<file path="src/rtl/mips_pkg.sv">
// rtl/mips_pkg.sv - shared MIPS ID-stage constants, ID/EX layout and control decode
package mips_pkg;

  localparam logic [5:0] OP_RTYPE = 6'h00;
  localparam logic [5:0] OP_LW    = 6'h23;
  localparam logic [5:0] OP_SW    = 6'h2B;
  localparam logic [5:0] OP_BEQ   = 6'h04;
  localparam logic [5:0] OP_ADDI  = 6'h08;

  localparam logic [1:0] ALUOP_ADD   = 2'b00;
  localparam logic [1:0] ALUOP_SUB   = 2'b01;
  localparam logic [1:0] ALUOP_FUNCT = 2'b10;

  localparam int IDEX_WB_LSB      = 0;
  localparam int IDEX_M_LSB       = 2;
  localparam int IDEX_EX_LSB      = 5;
  localparam int IDEX_PC_LSB      = 9;
  localparam int IDEX_RS_DATA_LSB = 41;
  localparam int IDEX_RT_DATA_LSB = 73;
  localparam int IDEX_IMM_LSB     = 105;
  localparam int IDEX_RT_LSB      = 137;
  localparam int IDEX_RD_LSB      = 142;
  localparam int IDEX_W           = 147;

  localparam logic [IDEX_W-1:0] IDEX_BUBBLE = '0;

  // wb={MemtoReg,RegWrite}, m={Branch,MemRead,MemWrite}, ex={ALUOp,RegDst,ALUSrc}
  typedef struct packed {
    logic [3:0] ex;
    logic [2:0] m;
    logic [1:0] wb;
  } ctrl_t;

  function automatic ctrl_t decode_ctrl(input logic [5:0] op);
    ctrl_t c;
    c = '0;
    case (op)
      OP_RTYPE: begin c.wb = 2'b01; c.m = 3'b000; c.ex = {ALUOP_FUNCT, 1'b1, 1'b0}; end
      OP_LW:    begin c.wb = 2'b11; c.m = 3'b010; c.ex = {ALUOP_ADD, 1'b0, 1'b1}; end
      OP_SW:    begin c.wb = 2'b00; c.m = 3'b001; c.ex = {ALUOP_ADD, 1'b0, 1'b1}; end
      OP_BEQ:   begin c.wb = 2'b00; c.m = 3'b100; c.ex = {ALUOP_SUB, 1'b0, 1'b0}; end
      OP_ADDI:  begin c.wb = 2'b01; c.m = 3'b000; c.ex = {ALUOP_ADD, 1'b0, 1'b1}; end
      default:  c = '0;
    endcase
    return c;
  endfunction

  function automatic logic reads_rt(input logic [5:0] op);
    return (op == OP_RTYPE) || (op == OP_SW) || (op == OP_BEQ);
  endfunction

endpackage

</file>
<file path="src/rtl/decode_regfile.sv">
// rtl/decode_regfile.sv - 32x32 register file, $0 hardwired, write-through reads
module decode_regfile
  import mips_pkg::*;
(
  input  logic        clk,
  input  logic        reset,
  input  logic [4:0]  rs_addr,
  input  logic [4:0]  rt_addr,
  output logic [31:0] rs_data,
  output logic [31:0] rt_data,
  input  logic        wr_en,
  input  logic [4:0]  wr_addr,
  input  logic [31:0] wr_data
);

  logic [31:0] regs [32];
  logic        wr_live;

  assign wr_live = wr_en && (wr_addr != 5'd0);

  always_ff @(posedge clk) begin
    if (reset) begin
      for (int i = 0; i < 32; i++) regs[i] <= '0;
    end else if (wr_live) begin
      regs[wr_addr] <= wr_data;
    end
  end

  // Bypass the array so a same-cycle writeback is seen by the decoding instruction
  always_comb begin
    rs_data = regs[rs_addr];
    rt_data = regs[rt_addr];
    if (wr_live && (wr_addr == rs_addr)) rs_data = wr_data;
    if (wr_live && (wr_addr == rt_addr)) rt_data = wr_data;
    if (rs_addr == 5'd0) rs_data = '0;
    if (rt_addr == 5'd0) rt_data = '0;
  end

endmodule

</file>
<file path="src/rtl/decode_stage.sv">
// rtl/decode_stage.sv - MIPS ID stage: control decode, load-use hazard, ID/EX register
module decode_stage
  import mips_pkg::*;
(
  input  logic              clk,
  input  logic              reset,
  input  logic [63:0]       if_id,
  input  logic              wb_reg_write,
  input  logic [4:0]        wb_rd,
  input  logic [31:0]       wb_data,
  input  logic              flush,
  output logic              stall,
  output logic [IDEX_W-1:0] id_ex,
  output logic [4:0]        id_ex_rs
);

  logic [5:0]  opcode;
  logic [4:0]  rs, rt, rd;
  logic [31:0] imm_ext, pc4;
  logic [31:0] rs_data, rt_data;
  logic [4:0]  load_rt;
  logic        load_pending, hazard;
  ctrl_t       ctrl;

  assign opcode  = if_id[31:26];
  assign rs      = if_id[25:21];
  assign rt      = if_id[20:16];
  assign rd      = if_id[15:11];
  assign imm_ext = {{16{if_id[15]}}, if_id[15:0]};
  assign pc4     = if_id[63:32];
  assign ctrl    = decode_ctrl(opcode);

  decode_regfile u_regfile (
    .clk     (clk),
    .reset   (reset),
    .rs_addr (rs),
    .rt_addr (rt),
    .rs_data (rs_data),
    .rt_data (rt_data),
    .wr_en   (wb_reg_write),
    .wr_addr (wb_rd),
    .wr_data (wb_data)
  );

  assign load_rt      = id_ex[IDEX_RT_LSB +: 5];
  assign load_pending = id_ex[IDEX_M_LSB + 1] && (load_rt != 5'd0);
  assign hazard       = load_pending &&
                        ((load_rt == rs) || ((load_rt == rt) && reads_rt(opcode)));
  // A taken branch squashes this instruction anyway, so holding IF/ID would be wrong
  assign stall        = hazard && !flush && !reset;

  always_ff @(posedge clk) begin
    if (reset) begin
      id_ex    <= IDEX_BUBBLE;
      id_ex_rs <= '0;
    end else if (flush || stall) begin
      id_ex    <= IDEX_BUBBLE;
      id_ex_rs <= '0;
    end else begin
      id_ex    <= {rd, rt, imm_ext, rt_data, rs_data, pc4, ctrl.ex, ctrl.m, ctrl.wb};
      id_ex_rs <= rs;
    end
  end

endmodule

</file>
<file path="config.mk">
export PLATFORM = sky130hd
export DESIGN_NAME = decode_stage
export DESIGN_NICKNAME = d
export VERILOG_FILES = /design/src/rtl/mips_pkg.sv /design/src/rtl/decode_regfile.sv /design/src/rtl/decode_stage.sv
export SDC_FILE = /design/constraint.sdc
export NUM_CORES = 2
export LEC_CHECK = 0
export CAP_MARGIN = 10
export CORE_ASPECT_RATIO = 0.8
export CORE_MARGIN = 1.5
export CORE_UTILIZATION = 60
export CTS_BUF_LIST = sky130_fd_sc_hd__clkbuf_4
export DETAILED_ROUTE_END_ITERATION = 10
export PLACE_DENSITY = 0.78
export SYNTH_ARGS = -nofsm -noshare
export SYNTH_HDL_FRONTEND = slang
export SYNTH_SLANG_ARGS = --single-unit
</file>
<file path="constraint.sdc">
create_clock -name clk -period 5.2 [get_ports clk]
set_clock_uncertainty 0.05 [all_clocks]
set_input_delay 0.52 -clock clk [delete_from_list [all_inputs] [get_ports clk]]
set_output_delay 0.52 -clock clk [all_outputs]
set_load 0.1 [all_outputs]
</file>
### After elaboration in Yosys (flattened, before gate mapping)

Memories as Yosys holds them, arrays and structs flattened. A register that Yosys moved wholly into a read port is not among the register bits.
Cells that the tools add are included.
Widths: inputs -> output; s select.

* equality and inequality tests: 6
* mux-type cells: 9
* reductions and logical operators: 21

Operators with widths (number)
* $pmux 9 s5: 1
* $mux 32: 1
* $reduce_or 32->1: 1
* $eq 6x6->1 const B: 2
* $eq 5x5->1: 2
* $logic_not 5->1: 2
* $reduce_bool 5->1: 2
* $eq 6x3->1 const B: 1
* $eq 6x4->1 const B: 1
* $logic_and 1x1->1: 6
* $logic_not 6->1: 1
* $mux 1: 6
* $reduce_or 3->1: 2
* $mux 5: 1
* $logic_or 1x1->1: 4
* $logic_not 1->1: 2
* $reduce_or 2->1: 1

* flip-flop bits (word level): 88
* RAM bits: 1024
* input port bits: 105
* output and inout port bits: 153
* word-level logic and storage cells: 39
* memories: 1

Memory list
* u_regfile.regs: depth 32, bits a word 32, read ports 2, clocked after memory_dff 2, write ports 32, line decode_regfile.sv:16 `logic [31:0] regs [32];`

### Longest topological paths before layout

* word-level depth: 10
* mapped depth: 9
* mapped depth without buffers: 5

### Hierarchy

From an unflattened synthesis, not the netlist that was laid out.

* cell total of the unflattened synthesis: 4392
* area total of the unflattened synthesis: 60072.6 sq um

By module, submodules not included
* decode_regfile: instances 1, cells an instance 3918, area each 55723.4 sq um, seq. area each 30749.5 sq um
* decode_stage: instances 1, cells an instance 474, area each 4349.2 sq um, seq. area each 2562.5 sq um

### Least setup slack after synthesis

Ideal clock, no wire load.

* kind: register to output
* start: register id_ex[138]
* end: output stall
* data arrival time: 2544 ps
* data required time: 4630 ps
* slack: 2086 ps
* cell stages (with the launch flop): 5
* path buffers: 0
* path through: dfxtp_1 > or4_1 > o211ai_2 > nor4_1 > or2_2

* longest elaborated chain between the ends: 6
* elaborated cells between the ends (all ways): 9
* those cells by class: eq/ne (2); reduce/logical (7)

Ends and longest elaborated chain
* from (decl): line decode_stage.sv:13 `output logic [IDEX_W-1:0] id_ex,`
* from (signal assigned): line decode_stage.sv:60 `id_ex <= {rd, rt, imm_ext, rt_data, rs_data, pc4, ctrl.ex, ctrl.m, ctrl.wb};`
* $eq 5x5->1: line decode_stage.sv:48 `((load_rt == rs) || ((load_rt == rt) && reads_rt(opcode)));`
* $logic_and 1x1->1: line decode_stage.sv:48
* $logic_or 1x1->1: line decode_stage.sv:48
* $logic_and 1x1->1 (*): line decode_stage.sv:47 `assign hazard = load_pending &&`
* $logic_and 1x1->1 (*) (2 in series): line decode_stage.sv:50 `assign stall = hazard && !flush && !reset;`
* to (decl): line decode_stage.sv:12 `output logic stall,`

Every way passes the cells marked *; elsewhere a longest branch is shown, timed or not.

==> run_results.csv <==
group,metric,value,unit
status,outcome,"complete, but fails checks",
status,violations,"design-rule violations",
sta,hold_viol,0,
setup_path,critPathSlowestCell,"clkdlybuf4s50_1",
clocking,clk_pin_slew,0.07,ns
clocking,cts_tree,"yes",
power_and_ir_drop,switchingPower,6.139,mW
clocking,insertion_delay,1.30,ns
yosys,synth-seq-area-share,56.86,%
sta,min_period_over_period,73.20,%
drt,final_antenna_net_count,0,
yosys,synth_top_flop_cell,"edfxtp_1",
layout,nets,4693,
setup_path,required,4.63,ns
layout,syn_to_final_growth,14.79,%
sta,fmax,262.7,MHz
clocking,htreeDepth,5,
floorplan,die_h,282.5,um
sta,worst_pin_slew,1.354,ns
sta,slew_headroom,9.749,%
min_path,hp-class,"in -> reg",
power_and_ir_drop,sequentialPowerShare,49.7,%
clocking,postCtsSetupRepairBufs,0,
floorplan,die_width,352.4,um
power_and_ir_drop,comb_power_share,13.8,%
drt,routed_wirelength,211.8,mm
yosys,syn-instance-count,4256,
power_and_ir_drop,internal_power,15.74,mW
clocking,clock-sinks,1152,
drt,viasPerCell,7.073,
flow_run,cap_violations,0,
floorplan,rows,102,
yosys,synth_edf_count,1024,
yosys,synth_area,58580,sq um
drt,drt-pass1-iter-count,11,
setup_path,crit_arrival,3.24,ns
clocking,cts_buffers,305,
clocking,clk_path_buf_depth,4,
grt,grt_first_pass_wirelength,295.6,mm
yosys,avgSynthCellArea,13.76,sq um
layout,fill_cells,6619,
setup_path,start_kind,"register",
setup_path,critPathBufInv,1,
setup_path,critPathMaxStageDelay,1.28,ns
floorplan,ios,258,
drt,wl_per_cell,34.64,um
power_and_ir_drop,totalPowerFinal,21.88,mW
yosys,synth_top_area_share,52.49,%
floorplan,die_area,99540,sq um
drt,vias,43240,
setup_path,regToRegSetupSlack,1.61,ns
drt,first_iter_violations,8396,
power_and_ir_drop,clkPwrFrac,36.5,%
clocking,cts_root_buffer,"clkbuf_4",
grt,grt_max_degree,109,
place,port_buffers,257,
yosys,ys_ff_latch,1152,
yosys,yosys-top-cells-area,"edfxtp_1 52%, mux4_2 11%, and2_1 11%",
floorplan,initial_core_util,60.56,%
yosys,synth.largest_area_cell,"edfxtp_1",
sta,final.min_clock_period,3.806,ns
sta,setup_tns,0,ns
grt,grt-ovfl-total,0,
yosys,ys.warnings.count,0,
drt,drc,1,
setup_path,critPathKind,"reg -> out",
setup_path,cpLargestDelayFamily,"buffers and inverters",
grt,first_global_vias,41516,
grt,grt.total_usage,42.19,%
power_and_ir_drop,leakagePower,23.91,nW
setup_path,cp_max_fo,18,
sta,rsz0062_at_grt,"no",
setup_path,end_kind,"output pin",
place,place_hpwl,125.1,mm
setup_path,crit_chain,"clkdlybuf4s50_1",
grt,antenna_found_initial,18,
yosys,ys_types,50,
yosys,async_flop_share,0,%
floorplan,core,96740,sq um
power_and_ir_drop,p_sw_share,28.05,%
place,gp_congestion,0.9941,
layout,drive_above_1_share,25.07,%
sta,drv_slew,0,
sta,setup_viol,0,
power_and_ir_drop,p_per_area,325.4,nW/um^2
power_and_ir_drop,ir_worst_vdd,0.2517,mV
## per-stage QoR
| stage | std cells | utilization, % | setup WS [ns] | cell area, sq um | hold slack [ns] |
|---|---|---|---|---|---|
| after floorplan | 4287 | - | 2.086 | 58700 | 0.5466 |
| after global placement | 5514 | 64.86 | 1.251 | 62750 | 0.7488 |
| after detailed placement | 5514 | 64.86 | 1.131 | 62750 | 0.7777 |
| after CTS | 6093 | 69.35 | 1.336 | 67090 | 0.009975 |
| after global routing | 6102 | 69.49 | 1.305 | 67220 | 0.1324 |
| final | 6113 | 69.52 | 1.394 | 67250 | 0.07017 |
## tightest hold or removal path: stages
cell,delay (ns)
clkdlybuf4s50_1,0.39
buf_4,0.25
nor2_1,0.15
nor4_1,0.06
## power groups by stage
stage          Clock [mW]  Combinational (mW)  Sequential, mW
2_1_floorplan           0                1.48            11.3
3_3_place_gp            0                2.82            11.0
3_5_place_dp            0                2.84            11.0
4_1_cts              7.96                2.89            10.8
5_1_grt              8.42                3.05            10.9
6_report             7.99                3.02            10.9
## layout make-up
cell class                      instances  area, sq um  area share [%]
Antenna cell                           15        37.54         0.05582
Clock buffer                          451         3386           5.035
Clock inverter                         66        337.8          0.5023
Inverter                                2        7.507         0.01116
Multi-Input combinational cell       2669        23860           35.48
Sequential cell                      1152        33310           49.53
Tap cell                             1300         1627           2.419
Timing Repair Buffer                  458         4681           6.960
## final timing paths
| kind | from | endpoint | cells after the start |
|---|---|---|---|
| hold / removal | wb_data[15] | id_ex[56] | 4 |
| setup reg to reg | id_ex[138] | id_ex[7] | 7 |
| setup / recovery | id_ex[136] | id_ex[132] | 1 |
| hold reg to reg | u_regfile.regs[15][19] | id_ex[92] | 4 |
## what timing repair did
| item | CTS | global route |
|---|---|---|
| endpoints found under the hold margin | 67 | 0 |
| gates resized for setup | 0 | 0 |
| hold buffers | 62 | 0 |
## metal layers
layer  up-vias  track usage (%)  wire, um
met5         -                0       149
met2      4518            58.15     86760
met4        14            23.59     12550
met3       851            20.71     41170
li1      16887                -         -
met1     20970            54.40     71150
## cell usage in the layout (no fill, tap or decap), types with 69 or more instances in the layout
cell type | synthesis | layout
clkdlybuf4s50_1 | 0 | 250
mux4_2 | 295 | 295
nor3_1 | 69 | 69
o22ai_1 | 76 | 76
buf_4 | 24 | 108
a211oi_1 | 76 | 76
a22oi_1 | 148 | 148
clkbuf_4 | 0 | 451
mux2i_1 | 198 | 198
mux2_2 | 187 | 187
and2_1 | 1051 | 1050
dfxtp_1 | 128 | 128
edfxtp_1 | 1024 | 1024
## registers in the layout, summed over array words and instances, names as in the netlist
name	count
u_regfile.regs	1024
id_ex	123
id_ex_rs	5
## Yosys cell counts (3+ instances only)
library cell	n
nor2_1	78
or2_2	32
nand4_1	34
nand2b_1	3
a22oi_1	148
a211oi_1	76
mux2_2	187
nor4_2	11
nor2b_1	66
and2_1	1051
o21ai_0	63
xnor2_1	9
xor2_1	11
clkbuf_1	350
nor4_1	56
and3b_1	3
mux4_2	295
and3_1	4
nand2_1	9
buf_1	29
buf_2	60
a221o_1	31
nand3_1	25
nor4b_1	3
dfxtp_1	128
o31a_1	3
o22ai_1	76
edfxtp_1	1024
nor3_1	69
nor4bb_1	4
mux2i_1	198
a22o_1	63
or4_1	4
buf_4	24
and4b_1	3
nand3b_1	7
## cells by family (layout without fill, tap and decap cells)
| kind of cell | Yosys count | after routing | synth area share (%) |
|---|---|---|---|
| DFF | 1152 | 1152 | 56.86 |
| other | 1 | 47 | 0.006401 |
| buffers and inverters | 466 | 977 | 3.281 |
| xor gates and xnor gates | 20 | 20 | 0.2990 |
| and+or+nand+nor | 1474 | 1474 | 15.44 |
| AOI/OAI and AO/OA | 463 | 463 | 5.790 |
| muxes | 680 | 680 | 18.32 |
Power figures use the tool's default switching activity.
